$ cat src/rtl/bus_pkg.sv
// Shared definitions for the bit-serial system bus: master FSM states, mode
// encoding and default frame widths used by both master and slave ports.
package bus_pkg;

  localparam int DEFAULT_ADDR_WIDTH = 16;
  localparam int DEFAULT_DATA_WIDTH = 8;

  localparam logic MODE_READ  = 1'b0;
  localparam logic MODE_WRITE = 1'b1;

  typedef enum logic [2:0] {
    ST_IDLE,
    ST_ADDR_TX,
    ST_DATA_TX,
    ST_RD_RX,
    ST_DONE
  } master_state_e;

  // Counter width able to hold max_val; never narrower than one bit.
  function automatic int cnt_width(input int max_val);
    return (max_val < 1) ? 1 : $clog2(max_val + 1);
  endfunction

endpackage

$ cat src/rtl/serial_master_port_if.sv
// Bit-serial bus wires between an initiator and a slave port.
interface serial_master_port_if;

  logic mode;
  logic wr_bus;
  logic master_valid;
  logic slave_ready;
  logic rd_bus;
  logic slave_valid;
  logic master_ready;

  modport master (
    output mode, wr_bus, master_valid, master_ready,
    input  slave_ready, rd_bus, slave_valid
  );

  modport slave (
    input  mode, wr_bus, master_valid, master_ready,
    output slave_ready, rd_bus, slave_valid
  );

endinterface

$ cat src/rtl/bus_timeout_ctr.sv
// Saturating stall counter; expired flags the stalled cycle that reaches limit.
// A limit of zero never expires.
module bus_timeout_ctr #(
  parameter int CNT_W = 8
) (
  input  logic             clk,
  input  logic             rstn,
  input  logic             clear,
  input  logic             enable,
  input  logic [CNT_W-1:0] limit,
  output logic             expired
);

  logic [CNT_W-1:0] cnt;
  logic [CNT_W:0]   cnt_next;

  always_ff @(posedge clk) begin
    if (!rstn) begin
      cnt <= '0;
    end else if (clear) begin
      cnt <= '0;
    end else if (enable && (cnt != '1)) begin
      cnt <= cnt + 1'b1;
    end
  end

  assign cnt_next = {1'b0, cnt} + (CNT_W+1)'(1);
  assign expired  = enable && (limit != '0) && (cnt_next >= {1'b0, limit});

endmodule

$ cat src/rtl/serial_master_port.sv
// Initiator end of the bit-serial bus: shifts address then data out on wr_bus,
// collects read data from rd_bus, and returns a one-cycle response.
module serial_master_port
  import bus_pkg::*;
#(
  parameter int ADDR_WIDTH     = DEFAULT_ADDR_WIDTH,
  parameter int DATA_WIDTH     = DEFAULT_DATA_WIDTH,
  parameter int TIMEOUT_CYCLES = 255
) (
  input  logic                  clk,
  input  logic                  rstn,
  input  logic                  req_valid,
  output logic                  req_ready,
  input  logic                  req_write,
  input  logic [ADDR_WIDTH-1:0] req_addr,
  input  logic [DATA_WIDTH-1:0] req_wdata,
  output logic                  rsp_valid,
  output logic [DATA_WIDTH-1:0] rsp_rdata,
  output logic                  rsp_err,
  serial_master_port_if.master  bus
);

  localparam int FRAME_W = ADDR_WIDTH + DATA_WIDTH;
  localparam int CNT_W   = $clog2(FRAME_W + 1);
  localparam int TO_W    = cnt_width(TIMEOUT_CYCLES);
  localparam logic [TO_W-1:0] TO_LIMIT = TO_W'(TIMEOUT_CYCLES);

  master_state_e         state_q, state_d;
  logic [FRAME_W-1:0]    tx_shift;
  logic [CNT_W-1:0]      bit_cnt;
  logic [DATA_WIDTH-1:0] rdata_q;
  logic                  err_q;
  logic                  mode_q;
  logic                  mst_valid;
  logic                  mst_ready;
  logic                  stall;
  logic                  expired;
  logic                  to_clear;

  always_ff @(posedge clk) begin
    if (!rstn) begin
      state_q <= ST_IDLE;
    end else begin
      state_q <= state_d;
    end
  end

  always_comb begin
    state_d   = state_q;
    req_ready = 1'b0;
    rsp_valid = 1'b0;
    mst_valid = 1'b0;
    mst_ready = 1'b0;
    stall     = 1'b0;
    case (state_q)
      ST_IDLE: begin
        req_ready = 1'b1;
        if (req_valid) state_d = ST_ADDR_TX;
      end
      ST_ADDR_TX: begin
        mst_valid = 1'b1;
        stall     = !bus.slave_ready;
        if (expired) begin
          state_d = ST_DONE;
        end else if (bus.slave_ready && (bit_cnt == CNT_W'(ADDR_WIDTH - 1))) begin
          state_d = ST_DATA_TX;
        end
      end
      ST_DATA_TX: begin
        mst_valid = 1'b1;
        stall     = !bus.slave_ready;
        if (expired) begin
          state_d = ST_DONE;
        end else if (bus.slave_ready && (bit_cnt == CNT_W'(FRAME_W - 1))) begin
          state_d = (mode_q == MODE_WRITE) ? ST_DONE : ST_RD_RX;
        end
      end
      ST_RD_RX: begin
        mst_ready = 1'b1;
        stall     = !bus.slave_valid;
        if (expired) begin
          state_d = ST_DONE;
        end else if (bus.slave_valid && (bit_cnt == CNT_W'(DATA_WIDTH - 1))) begin
          state_d = ST_DONE;
        end
      end
      ST_DONE: begin
        rsp_valid = 1'b1;
        state_d   = ST_IDLE;
      end
      default: state_d = ST_IDLE;
    endcase
  end

  // bit_cnt is reused: frame position while sending, response bit index in RD_RX.
  always_ff @(posedge clk) begin
    if (!rstn) begin
      tx_shift <= '0;
      bit_cnt  <= '0;
      rdata_q  <= '0;
      err_q    <= 1'b0;
      mode_q   <= MODE_READ;
    end else begin
      case (state_q)
        ST_IDLE: begin
          if (req_valid) begin
            tx_shift <= {req_addr, (req_write ? req_wdata : DATA_WIDTH'(0))};
            mode_q   <= req_write;
            rdata_q  <= '0;
            err_q    <= 1'b0;
            bit_cnt  <= '0;
          end
        end
        ST_ADDR_TX, ST_DATA_TX: begin
          if (expired) begin
            err_q <= 1'b1;
          end else if (bus.slave_ready) begin
            tx_shift <= tx_shift << 1;
            bit_cnt  <= (bit_cnt == CNT_W'(FRAME_W - 1)) ? '0 : bit_cnt + 1'b1;
          end
        end
        ST_RD_RX: begin
          if (expired) begin
            err_q <= 1'b1;
          end else if (bus.slave_valid) begin
            rdata_q <= {rdata_q[DATA_WIDTH-2:0], bus.rd_bus};
            bit_cnt <= bit_cnt + 1'b1;
          end
        end
        default: ;
      endcase
    end
  end

  // Any non-stalled cycle or state change restarts the stall count.
  assign to_clear = !stall || (state_d != state_q);

  bus_timeout_ctr #(
    .CNT_W (TO_W)
  ) u_timeout (
    .clk     (clk),
    .rstn    (rstn),
    .clear   (to_clear),
    .enable  (stall),
    .limit   (TO_LIMIT),
    .expired (expired)
  );

  assign bus.master_valid = mst_valid;
  assign bus.master_ready = mst_ready;
  assign bus.wr_bus       = mst_valid & tx_shift[FRAME_W-1];
  assign bus.mode         = mode_q;
  assign rsp_rdata        = rdata_q;
  assign rsp_err          = err_q;

endmodule

$ cat src/flat_wrapper.sv
// flat-port wrapper written by rule: the top's interface ports become plain ports
module serial_master_port_flat import bus_pkg::*;
#(
  parameter int ADDR_WIDTH     = DEFAULT_ADDR_WIDTH,
  parameter int DATA_WIDTH     = DEFAULT_DATA_WIDTH,
  parameter int TIMEOUT_CYCLES = 255
)
  (clk, rstn, req_valid, req_ready, req_write, req_addr, req_wdata, rsp_valid, rsp_rdata, rsp_err, bus_mode, bus_wr_bus, bus_master_valid, bus_master_ready, bus_slave_ready, bus_rd_bus, bus_slave_valid);
  serial_master_port_if bus_i ();
  input  logic clk;
  input  logic rstn;
  input  logic req_valid;
  output logic req_ready;
  input  logic req_write;
  input  logic [ADDR_WIDTH-1:0] req_addr;
  input  logic [DATA_WIDTH-1:0] req_wdata;
  output logic rsp_valid;
  output logic [DATA_WIDTH-1:0] rsp_rdata;
  output logic rsp_err;
  output wire logic [$bits(bus_i.mode)-1:0] bus_mode;
  output wire logic [$bits(bus_i.wr_bus)-1:0] bus_wr_bus;
  output wire logic [$bits(bus_i.master_valid)-1:0] bus_master_valid;
  output wire logic [$bits(bus_i.master_ready)-1:0] bus_master_ready;
  input wire logic [$bits(bus_i.slave_ready)-1:0] bus_slave_ready;
  input wire logic [$bits(bus_i.rd_bus)-1:0] bus_rd_bus;
  input wire logic [$bits(bus_i.slave_valid)-1:0] bus_slave_valid;
  assign bus_mode = bus_i.mode;
  assign bus_wr_bus = bus_i.wr_bus;
  assign bus_master_valid = bus_i.master_valid;
  assign bus_master_ready = bus_i.master_ready;
  assign bus_i.slave_ready = bus_slave_ready;
  assign bus_i.rd_bus = bus_rd_bus;
  assign bus_i.slave_valid = bus_slave_valid;
  serial_master_port #(.ADDR_WIDTH(ADDR_WIDTH), .DATA_WIDTH(DATA_WIDTH), .TIMEOUT_CYCLES(TIMEOUT_CYCLES)) u_core (.clk(clk), .rstn(rstn), .req_valid(req_valid), .req_ready(req_ready), .req_write(req_write), .req_addr(req_addr), .req_wdata(req_wdata), .rsp_valid(rsp_valid), .rsp_rdata(rsp_rdata), .rsp_err(rsp_err), .bus(bus_i));
endmodule
$ cat config.mk
export PLATFORM = sky130hd
export DESIGN_NAME = serial_master_port_flat
export DESIGN_NICKNAME = d
export VERILOG_FILES = /design/src/rtl/bus_pkg.sv /design/src/rtl/serial_master_port_if.sv /design/src/rtl/bus_timeout_ctr.sv /design/src/rtl/serial_master_port.sv /design/src/flat_wrapper.sv
export SDC_FILE = /design/constraint.sdc
export NUM_CORES = 1
export LEC_CHECK = 0
export BUFFER_PORTS_ARGS = -buffer_cell sky130_fd_sc_hd__buf_4
export CAP_MARGIN = 5
export CORE_ASPECT_RATIO = 2
export CORE_MARGIN = 3
export CORE_UTILIZATION = 55
export CTS_CLUSTER_SIZE = 24
export DETAILED_ROUTE_END_ITERATION = 6
export MAX_ROUTING_LAYER = met4
export PLACE_DENSITY = 0.79
export SKIP_CTS_REPAIR_TIMING = 1
export SLEW_MARGIN = 20
export SYNTH_ARGS = -nofsm -noshare
export SYNTH_HDL_FRONTEND = slang
export SYNTH_SLANG_ARGS = --single-unit
$ cat constraint.sdc
create_clock -name clk -period 2.9 [get_ports clk]
set_clock_uncertainty 0.15 [all_clocks]
set_input_delay 0.435 -clock clk [delete_from_list [all_inputs] [get_ports clk]]
set_output_delay 0.435 -clock clk [all_outputs]
set_load 0.01 [all_outputs]
### Word-level counts from Yosys, hierarchy flattened

Index checks and enable logic that the tools add are counted.

| cells by class | value |
|---|---|
| mux-type cells | 33 |
| reductions and logical operators | 22 |
| equal/unequal tests | 15 |
| bitwise operators | 2 |
| $add $sub $neg | 3 |
| order comparisons | 1 |

Operators with widths:

| operator | number |
|---|---|
| $mux 24 | 3 |
| $pmux 24 s2 | 1 |
| $mux 8 | 4 |
| $mux 5 | 6 |
| $mux 3 | 8 |
| $pmux 8 s2 | 1 |
| $pmux 5 s3 | 1 |
| $pmux 3 s4 | 1 |
| $add 8x1->9 const B | 1 |
| $ge 9x8->1 const B | 1 |
| $add 8x1->8 const B | 1 |
| $ne 2x2->1 const B | 4 |
| $ne 8x8->1 const B | 1 |
| $reduce_and 4->1 | 2 |
| $eq 3x2->1 const B | 2 |
| $mux 1 | 6 |
| $reduce_and 6->1 | 1 |
| $reduce_bool 2->1 | 3 |
| $add 5x1->5 const B | 1 |
| $eq 5x3->1 const B | 1 |
| $eq 5x4->1 const B | 1 |
| $eq 5x5->1 const B | 1 |
| $logic_and 1x1->1 | 5 |
| $ne 2x1->1 const B | 2 |
| other kinds (14) | 18 |

| word-level totals | value |
|---|---|
| output and inout bits | 15 |
| input port bits | 31 |
| register bits after elaboration | 50 |
| word-level logic and storage cells | 83 |

### Longest topological paths before layout

| logic depth | value |
|---|---|
| depth in word-level cells | 9 |
| gate-level depth with buffers | 8 |

### Hierarchy

From an unflattened synthesis, not the netlist that was laid out.

| second synthesis, totals | value |
|---|---|
| cell total of the unflattened synthesis | 345 |
| area, all modules | 2980.4 µm² |

By module, submodules not included:

| module | sequential area each (µm²) | cells an instance | instances | area each (µm²) |
|---|---|---|---|---|
| serial_master_port | 840.8 | 257 | 1 | 2279.7 |
| bus_timeout_ctr | 160.2 | 88 | 1 | 700.7 |

### Worst setup path before layout

Ideal clock, no wire load.

| timing path | value |
|---|---|
| path type | register to output |
| start | register u_core.state_q[1] |
| end | output port bus_wr_bus |
| slack | 1137 ps |
| cell stages (with the launch flop) | 7 |
| arrival time | 1178 ps |
| data required time | 2315 ps |
| path buffers | 2 |
| cell sequence | dfxtp_1 xor2_1 nand2b_1 buf_2 inv_2 buf_2 and2_1 |

| on the way | value |
|---|---|
| cells in the longest elaborated chain, start to end | 4 |
| elaborated cells on any way between the ends | 5 |
| those cells by class | eq/ne: 2; mux: 1; bitwise: 1; reduce/logical: 1 |

Ends and longest elaborated chain:

| element | line | source |
|---|---|---|
| start: declaration | serial_master_port.sv:28 | `master_state_e state_q, state_d;` |
| start signal: assignment | serial_master_port.sv:44 | `state_q <= state_d;` |
| $eq 3x1->1 or $eq 3x2->1 (tied branches) | serial_master_port.sv:55 | `case (state_q)` |
| $reduce_or 2->1 (no line) * | n/a |  |
| $mux 1 * | serial_master_port.sv:55 |  |
| named net bus_master_valid | flat_wrapper.sv:22 | `output wire logic [$bits(bus_i.master_valid)-1:0] bus_master_valid;` |
| $and 1x1->1 * | serial_master_port.sv:151 | `assign bus.wr_bus = mst_valid & tx_shift[FRAME_W-1];` |
| end: declaration | flat_wrapper.sv:21 | `output wire logic [$bits(bus_i.wr_bus)-1:0] bus_wr_bus;` |

The timed path passes the listed nets; every way through them passes the cells marked *.

### Worst setup path in the final report

| timing path | value |
|---|---|
| start | register u_core.state_q[1] |
| end | output port bus_wr_bus |

| on the way | value |
|---|---|
| cells in the longest elaborated chain, start to end | 4 |
| elaborated cells on any way between the ends | 5 |
| those cells by class | eq/ne: 2; mux: 1; bitwise: 1; reduce/logical: 1 |

Ends and longest elaborated chain:

| element | line |
|---|---|
| $eq 3x1->1 or $eq 3x2->1 (tied branches) | serial_master_port.sv:55 |
| $reduce_or 2->1 (no line) * | n/a |
| $mux 1 * | serial_master_port.sv:55 |
| $and 1x1->1 * | serial_master_port.sv:151 |

Every way passes the cells marked *; elsewhere a longest branch is shown, timed or not.

==> flow_summary.json <==
{
  "die_y_um": 100,
  "cts-buffers-inserted": 5,
  "cts_sinks": 50,
  "nets": 378,
  "timing.final.ws_setup_ns": 0.563,
  "synth_compound_area_frac": 0.202,
  "critPathLaunch": "u_core.state_q[1]",
  "min_path_type": "in -> reg",
  "synthFlopType": "dfxtp_1",
  "clk_latency_ns": 0.30,
  "rsz0062_at_grt": "no",
  "power.leakage_nw": 1.14,
  "grt_pass1_vias": 2231,
  "grt_pass1_wl_mm": 9.47,
  "cp.required_ns": 2.32,
  "synthXorXnorAreaFrac": 0.0251,
  "ant_nets": 0,
  "finalHoldViolCount": 0,
  "wirelength_mm": 5.66,
  "synth-adder-area-share": 0.0205,
  "dpl_cell_area_mm2": 0.00279,
  "layout-drive-gt1-share": 0.198,
  "num_vias": 2296,
  "netlist_instances": 306,
  "tightest_slew_ns": 0.742,
  "power.density_mw_per_mm2": 508,
  "hp-start": "bus_rd_bus",
  "timing.fmax_mhz": 428,
  "port-buffer-count": 45,
  "place_congestion": 0.802,
  "syn_avg_cell_area_um2": 7.99,
  "met3_usage": 0.0431,
  "synth_top_family_by_area": "simple AND/OR/NAND/NOR gates",
  "fin_crit_ns": 2.34,
  "grtUsageMet1": 0.233,
  "viasPerCell": 5.81,
  "slew_headroom": 0.502,
  "clk_pin_slew_worst_paths_ns": 0.09,
  "grt_max_degree": 49,
  "post-route-period-util": 0.806,
  "cp_cell_sequence": "xor2_1 -> nand2b_1 -> inv_2 -> and2_1 -> buf_4",
  "core-area_mm2": 0.00421,
  "diodes": 0,
  "ir_worst_vdd_mv": 0.415,
  "overflow": 0,
  "cts_buffer_depth": 2,
  "htree_levels": 2,
  "reg2reg_from": "u_core.state_q[0]",
  "start_util": 0.581,
  "cp-start-kind": "register",
  "hpwl_mm": 4.13,
  "setup_viol": 0,
  "worstSetupPathType": "reg -> out",
  "synth_edf_count": 0,
  "first_pass_iters": 4,
  "mappedNetlistNets": 341,
  "muxShareOfSynthArea": 0.00870,
  "fill_cells": 383,
  "die_w_um": 53.1,
  "drv_cap": 0,
  "cp.arrival_ns": 1.75,
  "crit_path_top_delay_cell": "dfxtp_1",
  "yosysMostFrequentCell": "dfxtp_1",
  "grt_use_met2": 0.439,
  "yosysTopAreaCell": "dfxtp_1",
  "worst_hold_slack_ns": 0.251,
  "place_ws_ns": 0.822,
  "synthTopCellsByCount": "dfxtp_1 (50), nand2_1 (48), nor2_1 (40)",
  "root_buffer": "clkbuf_8",
  "max_stage_delay_ns": 0.58,
  "ys_top_cells_by_area": "dfxtp_1 (41%), a311oi_1 (8.2%), nand2_1 (7.4%), nor2_1 (6.1%), nand3_1 (4.1%)",
  "status": "complete, no violations",
  "syn_area_mm2": 0.00244,
  "fin_util": 0.689,
  "synth-simple-area-share": 0.279,
  "setup_tns_ns": 0,
  "ys_ff_latch": 50,
  "io_pins": 46,
  "wl_per_cell_um": 14.3,
  "ys_seq_area_frac": 0.409,
  "antenna_found_initial": 0,
  "num_rows": 33,
  "grt_use_total": 0.238,
  "synth_warnings": 0,
  "syn_to_final_growth_pct": 18.6,
  "die-area_mm2": 0.00533,
  "busiest_layer": "met2",
  "worst_setup_path_end_kind": "output pin",
  "synth_top_area_share": 0.409,
  "post-route-drc-count": 0,
  "final_cell_area_mm2": 0.00290,
  "drtIter0Drc": 70,
  "worstPathMaxFanout": 25,
  "synth_cell_types": 52,
  "cts_tree": "done",
  "ys_async_sr_fraction": 0,
  "slew_violations": 0
}
==> critical path: cells and delay by family, from the launching register on <==
kind          cells  cell delay, ns
flops             1            0.58
simple gates      2            0.27
xor+xnor          1            0.18
buf+inv           2            0.42
==> final timing paths <==
| path | to | slack, ns | depth (start not counted) |
|---|---|---|---|
| worst min-delay path | u_core.rsp_rdata[0] | 0.25 | 3 |
| worst max register to register | u_core.tx_shift[11] | 0.85 | 6 |
| worst min register to register | u_core.tx_shift[7] | 0.33 | 2 |
| worst max-delay path | bus_wr_bus | 0.56 | 5 |
==> routing by layer <==
metal / vias to the layer above / wire length, um
met3: 7 / 226
met2: 48 / 3230
met5: - / 0
met1: 1085 / 2100
li1: 1156 / -
met4: 0 / 91
==> state kept, by name, summed over array words and instances, names as in the netlist <==
register              flops
u_core.tx_shift          24
u_core.rsp_rdata          8
u_core.u_timeout.cnt      8
u_core.bit_cnt            5
u_core.state_q            3
u_core.bus.mode           1
u_core.rsp_err            1
==> power breakdown <==
part	total [mW]	internal, mW	switching [mW]
registers	0.757	0.728	0.0286
clock network	0.493	0.276	0.217
logic	0.221	0.0941	0.127
total	1.47	1.10	0.373
==> cell type report <==
class / count / area, um2 / share of cell area
tap: 52 / 65.1 / 0.0224
clock buffer: 6 / 82.6 / 0.0285
clock inverter: 1 / 30.0 / 0.0104
inverter: 7 / 26.3 / 0.00906
timing repair buffer: 50 / 375 / 0.129
multi-input combinational: 229 / 1320 / 0.455
sequential: 50 / 1000 / 0.345
==> cells by family (layout without fill, tap and decap cells) <==
logic type               Yosys count  count (layout)
AND/OR/NAND/NOR                  144             144
buffers and inverters             27              64
flip-flops                        50              50
adder cells (fa/ha/maj)            4               4
multiplexers                       2               2
AO/OA/AOI/OAI                     72              72
XOR/XNOR                           7               7
==> cell usage in the layout, fill, tap and decap left out, drive strengths merged, types with 2 or more instances in the layout <==
master | synthesis | routed
nand2b | 3 | 3
nor2 | 41 | 41
a311oi | 23 | 23
nand3 | 20 | 20
xnor2 | 2 | 2
clkbuf | 7 | 6
and2 | 5 | 5
and3 | 3 | 3
inv | 6 | 6
ha | 4 | 4
xor2 | 5 | 5
a32oi | 2 | 2
o21ai | 16 | 16
nor4b | 2 | 2
o22ai | 2 | 2
buf | 11 | 50
nor2b | 2 | 2
dfxtp | 50 | 50
nand4 | 5 | 5
nor3 | 6 | 6
a21oi | 20 | 20
or3 | 2 | 2
nor3b | 2 | 2
nand2 | 49 | 49
==> through the flow <==
step           std cells  total power [mW]
2_1_floorplan        306             0.920
3_3_place_gp         388             0.987
3_5_place_dp         388             0.993
4_1_cts              395              1.48
5_1_grt              395              1.54
6_report             395              1.47
Note: power is estimated with default switching activity, not from simulation.
